==> config.mk <==
export PLATFORM = sky130hd
export DESIGN_NAME = comparator_arbiter_flat
export DESIGN_NICKNAME = d
export VERILOG_FILES = /design/src/rtl/comparator_arbiter_if.sv /design/src/rtl/comparator_arbiter.sv /design/src/flat_wrapper.sv
export SDC_FILE = /design/constraint.sdc
export NUM_CORES = 1
export LEC_CHECK = 0
export CAP_MARGIN = 25
export CORE_AREA = 3 3 90 113
export CTS_CLUSTER_SIZE = 12
export DETAILED_ROUTE_END_ITERATION = 6
export DIE_AREA = 0 0 93 116
export PLACE_DENSITY_LB_ADDON = 0.2
export REMOVE_ABC_BUFFERS = 1
export SYNTH_ARGS = -nofsm -noshare
export SYNTH_HDL_FRONTEND = slang
export SYNTH_SLANG_ARGS = --single-unit
export TNS_END_PERCENT = 5
==> constraint.sdc <==
create_clock -name clk -period 3.5 [get_ports clk]
set_input_delay 0.525 -clock clk [delete_from_list [all_inputs] [get_ports clk]]
set_output_delay 0.525 -clock clk [all_outputs]
set_load 0.01 [all_outputs]
==> src/rtl/comparator_arbiter_if.sv <==
// comparator_arbiter_if: request/response bundle between NUM_REQ comparator
// clients (master side) and the shared comparator_arbiter (slave side).
// Operands are packed per requester: requester i owns
// req_a/req_b[i*WIDTH +: WIDTH] and req_op[i*3 +: 3].
interface comparator_arbiter_if #(
  parameter int WIDTH   = 16,
  parameter int NUM_REQ = 4
);
  localparam int ID_W = $clog2(NUM_REQ);

  // Request channel, one valid/ready pair per requester
  logic [NUM_REQ-1:0]       req_valid;
  logic [NUM_REQ-1:0]       req_ready;
  logic [NUM_REQ*WIDTH-1:0] req_a;
  logic [NUM_REQ*WIDTH-1:0] req_b;
  logic [NUM_REQ*3-1:0]     req_op;

  // Response channel, tagged with the owning requester
  logic                     rsp_valid;
  logic                     rsp_ready;
  logic [ID_W-1:0]          rsp_id;
  logic                     rsp_result;

  modport master (
    output req_valid, req_a, req_b, req_op, rsp_ready,
    input  req_ready, rsp_valid, rsp_id, rsp_result
  );

  modport slave (
    input  req_valid, req_a, req_b, req_op, rsp_ready,
    output req_ready, rsp_valid, rsp_id, rsp_result
  );
endinterface

==> src/rtl/comparator_arbiter.sv <==
// comparator_arbiter: arbitrates NUM_REQ requesters onto one shared
// magnitude comparator and returns a tagged 1-bit result.
// One transaction in flight at a time: IDLE (grant) -> EXEC (compare)
// -> RESP (hold until consumed).
// Build macro: CMP_ARB_FIXED_PRIORITY_EN -- when defined, the lowest
// valid index always wins and the round-robin pointer is removed;
// when undefined (default) arbitration is round-robin.
module comparator_arbiter #(
  parameter int WIDTH          = 16,
  parameter int NUM_REQ        = 4,
  parameter int SIGNED_COMPARE = 0
) (
  input  logic                 clk,
  input  logic                 rst,
  comparator_arbiter_if.slave  bus,
  output logic                 busy
);
  localparam int ID_W = $clog2(NUM_REQ);

  typedef enum logic [1:0] {
    IDLE = 2'd0,
    EXEC = 2'd1,
    RESP = 2'd2
  } state_t;

  // Op encodings; 110/111 are reserved and evaluate to 0
  typedef enum logic [2:0] {
    OP_EQ = 3'b000,
    OP_NE = 3'b001,
    OP_LT = 3'b010,
    OP_LE = 3'b011,
    OP_GT = 3'b100,
    OP_GE = 3'b101
  } cmp_op_t;

  state_t              state_q;
  logic                rsp_valid_q;
  logic [ID_W-1:0]     rsp_id_q;
  logic                rsp_result_q;
  logic                busy_q;

  // Latched transaction
  logic [WIDTH-1:0]    a_q;
  logic [WIDTH-1:0]    b_q;
  logic [2:0]          op_q;
  logic [ID_W-1:0]     id_q;

  // Arbitration results
  logic                grant_found;
  logic [ID_W-1:0]     grant_id;
  logic [NUM_REQ-1:0]  grant_onehot;
  logic                accept;

  // Winner's operands
  logic [WIDTH-1:0]    sel_a;
  logic [WIDTH-1:0]    sel_b;
  logic [2:0]          sel_op;

  // Comparator
  logic [WIDTH-1:0]    a_cmp;
  logic [WIDTH-1:0]    b_cmp;
  logic                cmp_eq;
  logic                cmp_lt;
  logic                cmp_result;

`ifndef CMP_ARB_FIXED_PRIORITY_EN
  // Round-robin pointer: first index searched on the next arbitration
  logic [ID_W-1:0]     ptr_q;
  logic [ID_W:0]       cand_sum;
`endif
  logic [ID_W-1:0]     cand;

  // Pick the winner: first valid requester searched from the pointer (or from 0)
  always_comb begin
    // NOTE: every variable gets a default before any conditional write so
    // no path leaves it unassigned, which would otherwise infer a latch.
    grant_found  = 1'b0;
    grant_id     = '0;
    grant_onehot = '0;
    cand         = '0;
`ifndef CMP_ARB_FIXED_PRIORITY_EN
    cand_sum     = '0;
`endif
    for (int i = 0; i < NUM_REQ; i++) begin
`ifdef CMP_ARB_FIXED_PRIORITY_EN
      cand = ID_W'(i);
`else
      cand_sum = {1'b0, ptr_q} + (ID_W+1)'(i);
      if (cand_sum >= (ID_W+1)'(NUM_REQ)) begin
        cand_sum = cand_sum - (ID_W+1)'(NUM_REQ);
      end
      cand = cand_sum[ID_W-1:0];
`endif
      if (!grant_found && bus.req_valid[cand]) begin
        grant_found        = 1'b1;
        grant_id           = cand;
        grant_onehot       = '0;
        grant_onehot[cand] = 1'b1;
      end
    end
  end

  // Route the winner's operand slices toward the capture registers
  always_comb begin
    sel_a  = '0;
    sel_b  = '0;
    sel_op = '0;
    for (int i = 0; i < NUM_REQ; i++) begin
      if (grant_id == ID_W'(i)) begin
        sel_a  = bus.req_a[i*WIDTH +: WIDTH];
        sel_b  = bus.req_b[i*WIDTH +: WIDTH];
        sel_op = bus.req_op[i*3 +: 3];
      end
    end
  end

  // Grant only while idle and out of reset; at most one ready bit is ever high
  assign accept        = (state_q == IDLE) && grant_found && !rst;
  assign bus.req_ready = accept ? grant_onehot : '0;

  // Capture the granted transaction
  // NOTE: the operand/op/id capture registers carry no reset: they are only
  // read after an accept has loaded them, and rsp_id/rsp_result (which are
  // reset) are what the outside world sees.
  always_ff @(posedge clk) begin
    if (accept) begin
      a_q  <= sel_a;
      b_q  <= sel_b;
      op_q <= sel_op;
      id_q <= grant_id;
    end
  end

  // Shared comparator: signed compare is done unsigned with sign bits inverted
  always_comb begin
    a_cmp = a_q;
    b_cmp = b_q;
    if (SIGNED_COMPARE != 0) begin
      a_cmp[WIDTH-1] = ~a_q[WIDTH-1];
      b_cmp[WIDTH-1] = ~b_q[WIDTH-1];
    end
    cmp_eq = (a_q == b_q);
    cmp_lt = (a_cmp < b_cmp);
    case (op_q)
      OP_EQ:   cmp_result = cmp_eq;
      OP_NE:   cmp_result = !cmp_eq;
      OP_LT:   cmp_result = cmp_lt;
      OP_LE:   cmp_result = cmp_lt || cmp_eq;
      OP_GT:   cmp_result = !(cmp_lt || cmp_eq);
      OP_GE:   cmp_result = !cmp_lt;
      default: cmp_result = 1'b0;
    endcase
  end

  // Control FSM with registered response, busy and pointer
  always_ff @(posedge clk or posedge rst) begin
    // NOTE: sequential state uses non-blocking assignments so every register
    // samples pre-edge values regardless of statement order.
    if (rst) begin
      state_q      <= IDLE;
      rsp_valid_q  <= 1'b0;
      rsp_id_q     <= '0;
      rsp_result_q <= 1'b0;
      busy_q       <= 1'b0;
`ifndef CMP_ARB_FIXED_PRIORITY_EN
      ptr_q        <= '0;
`endif
    end else begin
      case (state_q)
        IDLE: begin
          if (accept) begin
            state_q <= EXEC;
            busy_q  <= 1'b1;
`ifndef CMP_ARB_FIXED_PRIORITY_EN
            ptr_q   <= (grant_id == ID_W'(NUM_REQ-1)) ? '0 : grant_id + 1'b1;
`endif
          end
        end
        EXEC: begin
          state_q      <= RESP;
          rsp_valid_q  <= 1'b1;
          rsp_id_q     <= id_q;
          rsp_result_q <= cmp_result;
        end
        RESP: begin
          if (bus.rsp_ready) begin
            state_q     <= IDLE;
            rsp_valid_q <= 1'b0;
            busy_q      <= 1'b0;
          end
        end
        default: begin
          state_q     <= IDLE;
          rsp_valid_q <= 1'b0;
          busy_q      <= 1'b0;
        end
      endcase
    end
  end

  assign bus.rsp_valid  = rsp_valid_q;
  assign bus.rsp_id     = rsp_id_q;
  assign bus.rsp_result = rsp_result_q;
  assign busy           = busy_q;

endmodule

==> src/flat_wrapper.sv <==
// flat-port wrapper written by rule: the top's interface ports become plain ports
module comparator_arbiter_flat 
#(
  parameter int WIDTH          = 16,
  parameter int NUM_REQ        = 4,
  parameter int SIGNED_COMPARE = 0
)
  (clk, rst, busy, bus_req_valid, bus_req_a, bus_req_b, bus_req_op, bus_rsp_ready, bus_req_ready, bus_rsp_valid, bus_rsp_id, bus_rsp_result);
  comparator_arbiter_if #(.WIDTH(WIDTH), .NUM_REQ(NUM_REQ)) bus_i ();
  input  logic clk;
  input  logic rst;
  output logic busy;
  input wire logic [$bits(bus_i.req_valid)-1:0] bus_req_valid;
  input wire logic [$bits(bus_i.req_a)-1:0] bus_req_a;
  input wire logic [$bits(bus_i.req_b)-1:0] bus_req_b;
  input wire logic [$bits(bus_i.req_op)-1:0] bus_req_op;
  input wire logic [$bits(bus_i.rsp_ready)-1:0] bus_rsp_ready;
  output wire logic [$bits(bus_i.req_ready)-1:0] bus_req_ready;
  output wire logic [$bits(bus_i.rsp_valid)-1:0] bus_rsp_valid;
  output wire logic [$bits(bus_i.rsp_id)-1:0] bus_rsp_id;
  output wire logic [$bits(bus_i.rsp_result)-1:0] bus_rsp_result;
  assign bus_i.req_valid = bus_req_valid;
  assign bus_i.req_a = bus_req_a;
  assign bus_i.req_b = bus_req_b;
  assign bus_i.req_op = bus_req_op;
  assign bus_i.rsp_ready = bus_rsp_ready;
  assign bus_req_ready = bus_i.req_ready;
  assign bus_rsp_valid = bus_i.rsp_valid;
  assign bus_rsp_id = bus_i.rsp_id;
  assign bus_rsp_result = bus_i.rsp_result;
  comparator_arbiter #(.WIDTH(WIDTH), .NUM_REQ(NUM_REQ), .SIGNED_COMPARE(SIGNED_COMPARE)) u_core (.clk(clk), .rst(rst), .bus(bus_i), .busy(busy));
endmodule
==> results of run 1 <==
-- flip-flops by register name (all words and copies together) (netlist names) --
signal	count
u_core.ptr_q	2
u_core.bus.rsp_valid	1
u_core.bus.rsp_id	2
u_core.a_cmp	16
u_core.b_cmp	16
u_core.op_q	3
u_core.bus.rsp_result	1
u_core.id_q	2
u_core.busy	1
u_core.state_q	2
-- metal layers --
| metal | GRT usage (%) | wire (µm) | vias to the layer above | share of wire [%] |
|---|---|---|---|---|
| met2 | 29.9 | 4790 | 97 | 54 |
| li1 | - | - | 1760 | - |
| met3 | 3.12 | 488 | 8 | 5.5 |
| met5 | 0 | 0 | - | 0 |
| met1 | 18.4 | 3550 | 1479 | 40 |
| met4 | 3.23 | 104 | 0 | 1.2 |
-- final timing paths --
check | endpoint | depth (start not counted)
worst min register to register | u_core.bus.rsp_id[0] | 1
worst max-delay path | bus_req_ready[0] | 7
min in group asynchronous | u_core.state_q[0] | 2
worst min-delay path | u_core.bus.rsp_id[0] | 1
worst max register to register | u_core.a_cmp[9] | 13
max in group asynchronous | u_core.bus.rsp_id[0] | 2
-- critical path, cell delays in order --
cell and delay, ns:
clkdlybuf4s50_1 0.51, mux4_2 0.59, nor2b_2 0.25, a22o_1 0.16, mux2i_1 0.08, a21oi_1 0.18
clkdlybuf4s50_1 0.56
-- logic make-up (layout without fill, tap and decap cells) --
logic type               after synthesis  after routing  share of synthesized area, %
AO/OA/AOI/OAI                        144            144                          24.8
AND/OR/NAND/NOR                      116            116                          15.4
buffers and inverters                 53            205                          5.83
flip-flops                            46             46                          38.7
adder cells (fa/ha/maj)               28             28                          10.1
multiplexers                          13             13                          4.60
XOR/XNOR                               2              2                         0.507
-- placed cells by master (no fill, tap or decap), types with 8 or more instances in the layout --
cell type        instances
a21oi_1                 50
a22oi_1                 35
buf_4                   18
clkdlybuf4s50_1        155
dfrtp_1                  9
edfxtp_1                37
ha_1                    26
inv_1                   20
mux2i_1                  8
nand2_1                 46
nor2_1                  41
o21ai_1                 38
-- what timing repair did --
action / 4_1_cts / 5_1_grt
setup buffers: 0 / 2
endpoints found under the setup margin: 0 / 2
hold endpoints to repair: 0 / 0
-- layout make-up --
class / instances / share of cell area [%]
multi-input combinational: 303 / 35.7
tap: 123 / 2.86
inverter: 22 / 1.53
clock inverter: 1 / 0.163
sequential: 46 / 24.8
clock buffer: 7 / 2.83
timing repair buffer: 175 / 32.1
-- power by group --
group	internal, mW	switching [mW]	total [mW]
registers	1.06	0.104	1.16
clock network	0.304	0.181	0.485
logic	1.40	1.79	3.19
total	2.77	2.07	4.84
==> results.tsv, run 1 <==
stage	metric	value	unit
logic_synthesis	synthFlopType	edfxtp_1	
logic_synthesis	yosysMostFrequentCell	a21oi_1	
worst_setup_path	cp.required	2.97	ns
finish	multi_input_area	1920	µm²
clocking	cts_buffers	5	
run_status	status	finished, final reports clean	
worst_setup_path	critPathMaxFanout	8	
timing	worst_pin_slew	0.480	ns
finish	num-nets-final	728	
timing	hold_viol	0	
placed_design	dpl.hpwl	7.31	mm
floorplan	core.rowCount	39	
floorplan	start_util	37.7	%
logic_synthesis	synth.area.top_cells	edfxtp_1 (32%), ha_1 (10%), a22oi_1 (7.6%)	
worst_setup_path	crit_path_start_kind	input pin	
routing	drtIter0Drc	82	
worst_setup_path	cp.arrival	2.85	ns
logic_synthesis	synth_seq_cells	46	
clocking	clk_latency	0.28	ns
routing	avgViaCountPerCell	4.94	
timing	hold_slack	0.478	ns
floorplan	chipWidth	93	µm
clocking	ctsResizeCount	0	
logic_synthesis	synth.top_cell.area_share	32.2	%
timing	fin_crit	3.38	ns
finish	final_util	58.7	%
logic_synthesis	ys_warn_count	0	
timing	skew	0.00840	ns
timing	finalMaxSlewViolations	0	
power_and_ir_drop	ir_drop	0.411	mV
logic_synthesis	ys_top_cells_by_count	a21oi_1 (50), nand2_1 (46), nor2_1 (41)	
global_routing	grt_pass1_vias	3132	
clocking	clockBufferDepth	2	
logic_synthesis	netlist-cell-type-count	42	
finish	num_antenna_cells	0	
power_and_ir_drop	leakage	2.11	nW
logic_synthesis	synthCells	402	
routing	drt-pass1-iter-count	4	
worst_setup_path	r2r_start	u_core.ptr_q[0]	
routing	drtAntennaViolNets	0	
logic_synthesis	syn_area	3450	µm²
global_routing	groute.usage.overall	15.8	%
logic_synthesis	synth_async_sr_flop_share	19.6	%
logic_synthesis	postSynthAreaPerCell	8.59	µm²
clocking	clk_pin_slew	0.05	ns
routing	drc	0	
global_routing	antenna_found_initial	0	
hold_path	hold_path_class	flop to flop	
global_routing	grt.overflow.total	0	
timing	tns	0	ns
global_routing	grt_pass1_wl	14.0	mm
placed_design	dp_cells	667	
clocking	clockRootBuffer	clkbuf_16	
logic_synthesis	synth-seq-area-share	38.7	%
hold_path	min_from	u_core.id_q[0]	
global_routing	grt_max_degree	39	
floorplan	dieArea	10800	µm²
clocking	h-tree-depth	2	
placed_design	gp_congestion	0.755	
routing	wl	8.94	mm
clocking	cts.sinks	46	
finish	fin_cells	677	
floorplan	pin_count	156	
worst_setup_path	critPathKind	input pin to output port	
worst_setup_path	reg2reg_slack	0.41	ns
worst_setup_path	critPathCaptureType	output port	
placed_design	place_area	5210	µm²
finish	area.growth.synth_to_final	55.9	%
finish	fill_cells	835	
logic_synthesis	synth_edf_count	37	
clocking	cts_hold_buffers	0	
timing	max_freq	0.296	GHz
placed_design	dp_slack	0.0375	ns
logic_synthesis	synth_area_leader_cell	edfxtp_1	
timing	timing.final.crit_share	96.5	%
routing	wire_per_inst	13.2	µm
finish	design_area	5390	µm²
timing	grt_setup_unrepaired	no	
power_and_ir_drop	powerDensity	899	nW/µm²
timing	max-slew-margin-rel	67.9	%
floorplan	die_height	116	µm
floorplan	core	9170	µm²
finish	regArea	1340	µm²
worst_setup_path	crit_start	bus_req_valid[1]	
placed_design	io_buffers	155	
finish	drive_gt1_share	7.22	%
power_and_ir_drop	total_power	4.84	mW
job	max_cap_violations	0	
timing	setup_viol	0	
timing	worst_slack	0.122	ns
clocking	cts_tree	yes	
routing	via_count	3344	
Power figures use the tool's default switching activity.
==> inputs of run 2 (changes only) <==
SLEW_MARGIN = 10   (was unset)
==> results of run 2 <==
No change in the layout: final DEF, timing and power equal those of run 1.
